**config.mk**
```make
export PLATFORM = sky130hd
export DESIGN_NAME = fetch_ctrl
export DESIGN_NICKNAME = d
export VERILOG_FILES = /design/src/rtl/fetch_ctrl_pkg.sv /design/src/rtl/fetch_wdog.sv /design/src/rtl/fetch_ctrl.sv
export SDC_FILE = /design/constraint.sdc
export NUM_CORES = 1
export LEC_CHECK = 0
export BUFFER_PORTS_ARGS = -buffer_cell sky130_fd_sc_hd__buf_2
export CELL_PAD_IN_SITES_DETAIL_PLACEMENT = 0
export CELL_PAD_IN_SITES_GLOBAL_PLACEMENT = 1
export CORE_MARGIN = 2
export CORE_UTILIZATION = 43
export CTS_CLUSTER_SIZE = 25
export DETAILED_ROUTE_END_ITERATION = 12
export HOLD_SLACK_MARGIN = 0.1
export PLACE_DENSITY = 0.83
export SKIP_CTS_REPAIR_TIMING = 1
export SYNTH_ARGS = -nofsm -noshare
export SYNTH_HDL_FRONTEND = slang
export SYNTH_SLANG_ARGS = --single-unit
```
**constraint.sdc**
```tcl
create_clock -name clk -period 5.9 [get_ports clk]
set_clock_uncertainty 0.05 [all_clocks]
set_input_delay 1.18 -clock clk [delete_from_list [all_inputs] [get_ports clk]]
set_output_delay 1.18 -clock clk [all_outputs]
set_load 0.05 [all_outputs]
```
**src/rtl/fetch_ctrl_pkg.sv**
```systemverilog
// Shared types and constants for the instruction fetch controller.
package fetch_ctrl_pkg;

    localparam int ADDR_W  = 64;
    localparam int INSTR_W = 32;

    // Sequential fetch advances by one 32-bit instruction.
    localparam logic [ADDR_W-1:0] PC_STEP = 64'd4;

    // IDLE: post-reset bubble, REQ: request outstanding, HOLD: slot full,
    // DROP: outstanding request made stale by a redirect, ERR: memory timeout.
    typedef enum logic [2:0] {
        IDLE = 3'd0,
        REQ  = 3'd1,
        HOLD = 3'd2,
        DROP = 3'd3,
        ERR  = 3'd4
    } fetch_state_t;

endpackage

```
**src/rtl/fetch_wdog.sv**
```systemverilog
// Watchdog counter: counts unacknowledged request cycles and reports when the
// count has reached the limit.
module fetch_wdog #(
    parameter int TIMEOUT = 16,
    localparam int CW = (TIMEOUT < 2) ? 1 : $clog2(TIMEOUT)
) (
    input  logic          clk,
    input  logic          reset,
    input  logic          clear,
    input  logic          enable,
    input  logic [CW-1:0] limit,
    output logic          expired
);

    logic [CW-1:0] count;

    // Clear has priority over counting; the FSM leaves REQ/DROP at the limit.
    always_ff @(posedge clk) begin
        if (reset || clear) begin
            count <= '0;
        end else if (enable) begin
            count <= count + CW'(1);
        end
    end

    assign expired = (count == limit);

endmodule

```
**src/rtl/fetch_ctrl.sv**
```systemverilog
// Fetch sequencer: owns the PC, issues one instruction-memory request at a
// time, applies redirects, drops stale responses and holds the fetched
// instruction until decode consumes it.
//
// Handshake: imem_req/imem_addr_F stay asserted and stable until the cycle in
// which imem_ack=1; imem_rdata is taken in that same cycle. Toward decode,
// instr_valid_D/instr_D/pc_D hold until a cycle with stall_D=0 (consumed)
// or PCSrc_F=1 (flushed).
module fetch_ctrl
    import fetch_ctrl_pkg::*;
#(
    parameter logic [ADDR_W-1:0] RESET_PC = 64'h0,
    parameter int                TIMEOUT  = 16
) (
    input  logic               clk,
    input  logic               reset,
    input  logic               PCSrc_F,
    input  logic [ADDR_W-1:0]  PCBranch_F,
    output logic               imem_req,
    output logic [ADDR_W-1:0]  imem_addr_F,
    input  logic               imem_ack,
    input  logic [INSTR_W-1:0] imem_rdata,
    output logic               instr_valid_D,
    output logic [INSTR_W-1:0] instr_D,
    output logic [ADDR_W-1:0]  pc_D,
    input  logic               stall_D,
    output logic               imem_err
);

    localparam int WDOG_W = (TIMEOUT < 2) ? 1 : $clog2(TIMEOUT);
    localparam logic [WDOG_W-1:0] WDOG_LIMIT = WDOG_W'(TIMEOUT - 1);

    fetch_state_t      state;
    fetch_state_t      state_next;
    logic [ADDR_W-1:0] pc;
    logic [ADDR_W-1:0] req_addr;
    logic              in_flight;
    logic              wdog_clear;
    logic              wdog_enable;
    logic              wdog_expired;

    fetch_wdog #(
        .TIMEOUT (TIMEOUT)
    ) u_wdog (
        .clk     (clk),
        .reset   (reset),
        .clear   (wdog_clear),
        .enable  (wdog_enable),
        .limit   (WDOG_LIMIT),
        .expired (wdog_expired)
    );

    // State register.
    always_ff @(posedge clk) begin
        if (reset) begin
            state <= IDLE;
        end else begin
            state <= state_next;
        end
    end

    // Next-state decode; an ack always wins over the watchdog, the watchdog
    // wins over a redirect of a still-unacknowledged request.
    always_comb begin
        state_next = state;
        unique case (state)
            IDLE: state_next = REQ;
            REQ: begin
                if (imem_ack)          state_next = PCSrc_F ? REQ : HOLD;
                else if (wdog_expired) state_next = ERR;
                else if (PCSrc_F)      state_next = DROP;
            end
            HOLD: begin
                if (PCSrc_F || !stall_D) state_next = REQ;
            end
            DROP: begin
                if (imem_ack)          state_next = REQ;
                else if (wdog_expired) state_next = ERR;
            end
            ERR:     state_next = ERR;
            default: state_next = IDLE;
        endcase
    end

    // Outputs and watchdog controls decoded from state and registers only.
    always_comb begin
        in_flight   = (state == REQ) || (state == DROP);
        imem_req    = in_flight;
        imem_addr_F = req_addr;
        imem_err    = (state == ERR);
        wdog_enable = in_flight && !imem_ack;
        wdog_clear  = !in_flight || imem_ack || ((state == REQ) && (state_next == DROP));
    end

    // PC, request address and decode slot; redirects override sequential
    // increment and capture, nothing changes on the way into ERR.
    always_ff @(posedge clk) begin
        if (reset) begin
            pc            <= RESET_PC;
            req_addr      <= RESET_PC;
            instr_valid_D <= 1'b0;
            instr_D       <= '0;
            pc_D          <= '0;
        end else begin
            unique case (state)
                IDLE: begin
                    if (PCSrc_F) pc <= PCBranch_F;
                    req_addr <= PCSrc_F ? PCBranch_F : pc;
                end
                REQ: begin
                    if (imem_ack) begin
                        if (PCSrc_F) begin
                            pc       <= PCBranch_F;
                            req_addr <= PCBranch_F;
                        end else begin
                            instr_D       <= imem_rdata;
                            pc_D          <= req_addr;
                            instr_valid_D <= 1'b1;
                            pc            <= req_addr + PC_STEP;
                        end
                    end else if (!wdog_expired && PCSrc_F) begin
                        pc <= PCBranch_F;
                    end
                end
                HOLD: begin
                    if (PCSrc_F) begin
                        instr_valid_D <= 1'b0;
                        pc            <= PCBranch_F;
                        req_addr      <= PCBranch_F;
                    end else if (!stall_D) begin
                        instr_valid_D <= 1'b0;
                        req_addr      <= pc;
                    end
                end
                DROP: begin
                    if (imem_ack) begin
                        if (PCSrc_F) pc <= PCBranch_F;
                        req_addr <= PCSrc_F ? PCBranch_F : pc;
                    end else if (!wdog_expired && PCSrc_F) begin
                        pc <= PCBranch_F;
                    end
                end
                default: begin
                end
            endcase
        end
    end

endmodule

```
# [Word level (Yosys, flattened, before mapping)]
# Index checks and enable logic that the tools add are counted.
[word_totals] romBits=0 latchBits=0 out_inout_bits=163 mem_count=0 mem_bits_rw=0 regBits=232 elab_cells=66 input_bits=101
[classes] div=0 shift=0 n_bitwise=1 n_eq_ne=11 magnitude_cmp=0 n_reduce_logical=20 n_mul=0 addsub=2 mux=25
[ops] op="2-to-1 mux 64 bit" count=10
[ops] op="one-hot mux 64 bit (4 select lines)" count=1
[ops] op="one-hot mux 64 bit (3 select lines)" count=1
[ops] op="adder 64 x 3 -> 64 bit (second input constant)" count=1
[ops] op="2-to-1 mux 3 bit" count=6
[ops] op="one-hot mux 3 bit (5 select lines)" count=1
[ops] op="equality test 3 x 2 -> 1 bit (second input constant)" count=3
[ops] op="!= test 2 bit (second input constant)" count=4
[ops] op="logical OR 1 bit" count=5
[ops] op="AND reduction 5 bit" count=1
[ops] op="adder 4 x 1 -> 4 bit (second input constant)" count=1
[ops] op="equality test 4 bit (second input constant)" count=1
[ops] op="zero test 1 bit" count=4
[ops] op="2-to-1 mux 1 bit" count=4
[ops] op="AND reduction 4 bit" count=1
[ops] op="nonzero test 4 bit" count=1
[ops] op="equality test 3 x 1 -> 1 bit (second input constant)" count=1
[ops] op="equality test 3 bit (second input constant)" count=1
[ops] op="logical AND 1 bit" count=3
[ops] op="zero test 3 bit" count=1
[ops] op="!= test 3 bit (second input constant)" count=1
[ops] op="AND reduction 3 bit" count=1
[ops] op="nonzero test 3 bit" count=1
[ops] op="2-to-1 mux 2 bit" count=1
[ops] op="4 further kinds" count=4

# [Logic depth before layout (Yosys ltp)]
[logic_depth] word_depth=8 mapped_depth=10 mapped_depth_nobuf=7

# [Modules after synthesis]
# From an unflattened synthesis, not the netlist that was laid out.
[hier_totals] cells_unflattened=1761 area_unflattened_um2=13152.6
[modules_own_cells] mod="fetch_ctrl" n_inst=1 cells_per_inst=1739 seq_area_each_um2=4564.4 area_per_inst_um2=12933.7
[modules_own_cells] mod="fetch_wdog" n_inst=1 cells_per_inst=22 seq_area_each_um2=80.1 area_per_inst_um2=219.0

# [Worst setup path before layout]
# Ideal clock, no wire load.
[synth_timing] kind="register to output" startpoint="reg state[0]" endpoint="out imem_err" path_buffers=3 stages_incl_launch_ff=5 arrival_time_ns=1.939 setup_slack_ns=2.731 required_time_ns=4.670 path_cell_list="dfxtp_1 -> clkbuf_1 -> clkbuf_1 -> clkbuf_1 -> nor3_1"
[synth_between] elab_chain_cells=1
[synth_rtl] item="start: declaration" line_no="fetch_ctrl.sv:33" rtl="fetch_state_t state;"
[synth_rtl] item="start signal: assignment" line_no="fetch_ctrl.sv:58" rtl="state <= state_next;"
[synth_rtl] item="equality test 3 bit" line_no="fetch_ctrl.sv:90" rtl="imem_err = (state == ERR);"
[synth_rtl] item="end: declaration" line_no="fetch_ctrl.sv:27" rtl="output logic imem_err"
# Every way passes these cells.

# [Worst setup path in the final report]
[layout_timing] startpoint="reg state[0]" endpoint="out imem_req"
[layout_between] elab_chain_cells=2 word_cells_on_any_way=3 cone_classes="eq/ne (2); reduce/logical (1)"
[layout_rtl] item="equality test 3 x 1 -> 1 bit or equality test 3 x 2 -> 1 bit (tied branches)" line_no="fetch_ctrl.sv:87" rtl="in_flight = (state == REQ) || (state == DROP);"
[layout_rtl] item="logical OR 1 bit *" line_no="fetch_ctrl.sv:87"
[layout_rtl] item="end: declaration" line_no="fetch_ctrl.sv:19" rtl="output logic imem_req,"
# Every way passes the cells marked *; elsewhere a longest branch is shown, timed or not.

==> impl_results.md <==
- Crit path to: imem_req
- Layout cell share with drive strength beyond 1: 0.183
- Top_reg_cell synth: dfxtp_1
- Critical path class: reg -> out
- Clock power share: 0.380
- I/O pins: 264
- PwrDens: 285 nW/um^2
- Netlist Area Pre-Place: 13100 um^2
- Crit end category: output pin
- CTS buffer count: 26
- Post-Syn Nets: 1882
- Rel. slew slack: 0.0863
- Worst stage delay on the critical path: 0.89 ns
- Clock insertion delay at the later pin of the skew report: 0.54 ns
- Largest net degree at the start of global routing: 86
- Reg2reg setup slack: 2.39 ns
- Wire per inst: 20.2 um
- Fmax: 248 MHz
- Cell Chain, Critical Path: nand2b_1 -> inv_1 -> buf_2
- Vias: 14400
- Post-synth top area cell: dfxtp_1
- Logic pwr share: 0.199
- CP startpoint kind: flip-flop
- Fin. Hold Viols: 0
- Peak supply drop: 0.181 mV
- Unrepaired setup endpoints after global routing: no
- Cells after synthesis: 1779
- Hpwl dp: 30000 um
- GRT Overall Usage: 0.283
- Worst setup startpoint: state[0]
- Fraction of power consumed by sequential logic: 0.421
- Busiest layer in global routing: met2
- Initial DRC Count: 1398
- Setup WS pre-CTS: 1.93 ns
- Met1 Resource Use GR: 0.383
- Clock Pin Slew Worst Setup and Hold Paths: 0.06 ns
- Clock tree buffer depth: 3
- Max cap viols: 0
- Die area: 31800 um^2
- Grt ovf: 0
- Initial Util: 0.438
- GPL Wtd Cong: 0.903
- DR DRC count: 0
- Ys Warns: 0
- Row cnt: 63
- Setup ws final: 1.86 ns
- CTS H-tree lvls: 1
- Part of the cycle the worst path needs: 0.684
- Post-route ant nets: 0
- Fillers: 2958
- CTS tree: done
- CP Data Arrival Time: 2.81 ns
- Final setup fails: 0
- PortBufs: 263
- Synth top area cells: dfxtp_1, nand2_1, a21oi_1
- Initial antenna violation count: 3
- DRT Pass-1 Iters: 5
- Reg-to-reg endpoint: u_wdog.count[2]
- Slowest CP cell: dfxtp_1
- Worst-case reg-to-reg path depth: 6
- Async S/R FF share, synth: 0
- Number of synthesized flops with an enable pin: 0
- Critical Path RT: 4.67 ns
- Root Buffer: clkbuf_16
- Met3 Usage GRT: 0.0452
- Die width: 178 um
- First-pass GRT wire length: 72300 um
- #FFs+latches synth: 232
- Sink Count: 232
- Leakage: 0.00584 uW
- Total Wirelength: 47000 um
- Vias in the first global route: 13200
- Switch share: 0.332
- Setup Total Neg Slack: 0 ns
- Fin crit period: 4.04 ns
- Synth cell types: 69
- Syn-to-layout area delta: 17.0%
- Internal: 2910 uW
- Avg Vias per Cell: 6.19
- CP Max Fanout: 23
- Chip Height: 178 um
- Yosys top cell area share: 0.356
- Sw power: 1450 uW
- Syn Area/Cell: 7.34 um^2
- GR Util met2: 0.468
- Worst hold path type: reg -> reg
- Sequential share of the synthesized area: 0.356
- Status: completed
- Slew @ Worst Pin: 1.37 ns
- Nets@finish: 2027
- Placeable Area: 29800 um^2
- Worst r2r src: state[0]
- Slew Viols, Final: 0
==> worst min path at each step <==
stage | startpoint | to | depth (start not counted)
after CTS | pc_D[60] | pc_D[60] | 2
after floorplan | u_wdog.count[0] | u_wdog.count[0] | 1
after detailed placement | u_wdog.count[0] | u_wdog.count[0] | 1
after global placement | u_wdog.count[0] | u_wdog.count[0] | 1
final | pc_D[58] | pc_D[58] | 2
after global routing | instr_D[11] | instr_D[11] | 2
==> cell usage after synthesis (4+ instances only) <==
cell type and number:
nand2_1 368, dfxtp_1 232, a21oi_1 167, o21ai_0 167, nor2_1 142, clkbuf_1 137
a311oi_1 67, mux2i_1 53, nand3_1 36, a221oi_1 31, nand4_1 31, nor3_1 30
o221ai_1 23, inv_1 21, nor4_1 19, buf_2 18, xor2_1 17, and4_1 14
and3_1 13, o31a_1 12, a211oi_1 11, or4_1 11, a22oi_1 10, xnor2_1 10
a31oi_1 9, buf_1 9, a221o_1 8, o211ai_1 7, o21a_1 7, o21ai_1 7
a222oi_1 6, nand2b_1 6, o22ai_1 6, nor4_2 5, o31ai_1 5, or3_1 5
a2111oi_0 4, a21o_1 4, and2_1 4, nor2b_1 4
==> power by group through the flow <==
stage	combinational (uW)	sequential [uW]	clock (uW)
after floorplan	442	2000	0
after global placement	843	1860	0
after detailed placement	858	1860	0
after CTS	861	1830	1690
after global routing	936	1850	1750
final	866	1830	1650
==> area by class of cell <==
class                   instances  area [um^2]  area share
clock inverters                 8         92.6     0.00606
diodes                          2         5.00    0.000327
multi-input cells            1357         7700       0.504
flip-flops and latches        232         4640       0.304
clock buffers                  38          767      0.0502
repair buffers                286         1510      0.0988
well taps                     390          488      0.0319
inverters                      21         78.8     0.00516
==> cells in the final DEF (no fill, tap or decap), types with 5 or more instances in the layout <==
| master | instances |
|---|---|
| clkbuf_1 | 6 |
| nor3_1 | 29 |
| nand4_1 | 31 |
| o221ai_1 | 23 |
| xnor2_1 | 10 |
| a221o_1 | 8 |
| mux2i_1 | 53 |
| and4_1 | 14 |
| clkbuf_16 | 27 |
| buf_2 | 261 |
| o21ai_1 | 7 |
| a211oi_1 | 11 |
| a21oi_1 | 167 |
| o21a_1 | 7 |
| a222oi_1 | 6 |
| and3_1 | 13 |
| o31ai_1 | 5 |
| o31a_1 | 12 |
| nand2_1 | 367 |
| clkbuf_8 | 5 |
| nand2b_1 | 6 |
| nor2_1 | 138 |
| inv_1 | 21 |
| nand3_1 | 36 |
| buf_4 | 23 |
| o211ai_1 | 7 |
| nor4_1 | 19 |
| dfxtp_1 | 232 |
| a221oi_1 | 31 |
| a22oi_1 | 10 |
| clkinv_2 | 5 |
| o22ai_1 | 6 |
| o21ai_0 | 166 |
| a311oi_1 | 67 |
| nor4_2 | 5 |
| xor2_1 | 17 |
| or4_1 | 11 |
| a31oi_1 | 9 |
| or3_1 | 5 |
==> routing by layer <==
metal,vias to the layer above,share of wire
met4,0,0.017
met1,6934,0.43
met2,658,0.46
met5,-,0
met3,62,0.086
li1,6791,-
==> state kept, by name (all words and copies together) (netlist names) <==
signal         flops
u_wdog.count       4
state              3
pc_D              64
instr_valid_D      1
pc                64
instr_D           32
imem_addr_F       64
==> worst max-delay path: cells and delay by family, from the launching register on <==
family	cells	cell delay (ns)
flip-flops	1	0.89
AND/OR/NAND/NOR	1	0.51
buffers and inverters	2	0.87
==> stage by stage <==
step / cells / hold WS [ns] / utilization / instance area, um^2 / power, uW
after floorplan: 1779 / 0.368 / - / 13100 / 2440
after global placement: 2286 / 0.384 / 0.484 / 14400 / 2700
after detailed placement: 2286 / 0.393 / 0.484 / 14400 / 2720
after CTS: 2332 / 0.403 / 0.513 / 15300 / 4380
after global routing: 2333 / 0.416 / 0.513 / 15300 / 4540
final: 2334 / 0.402 / 0.513 / 15300 / 4350
==> logic make-up after synthesis <==
kind of cell	Yosys count	synth area share
xor+xnor	27	0.0181
mux	56	0.0432
flops	232	0.356
fa+ha+maj	2	0.00192
simple gates	701	0.242
compound gates	571	0.281
buf+inv	190	0.0586
(Power assumes the default switching activity.)
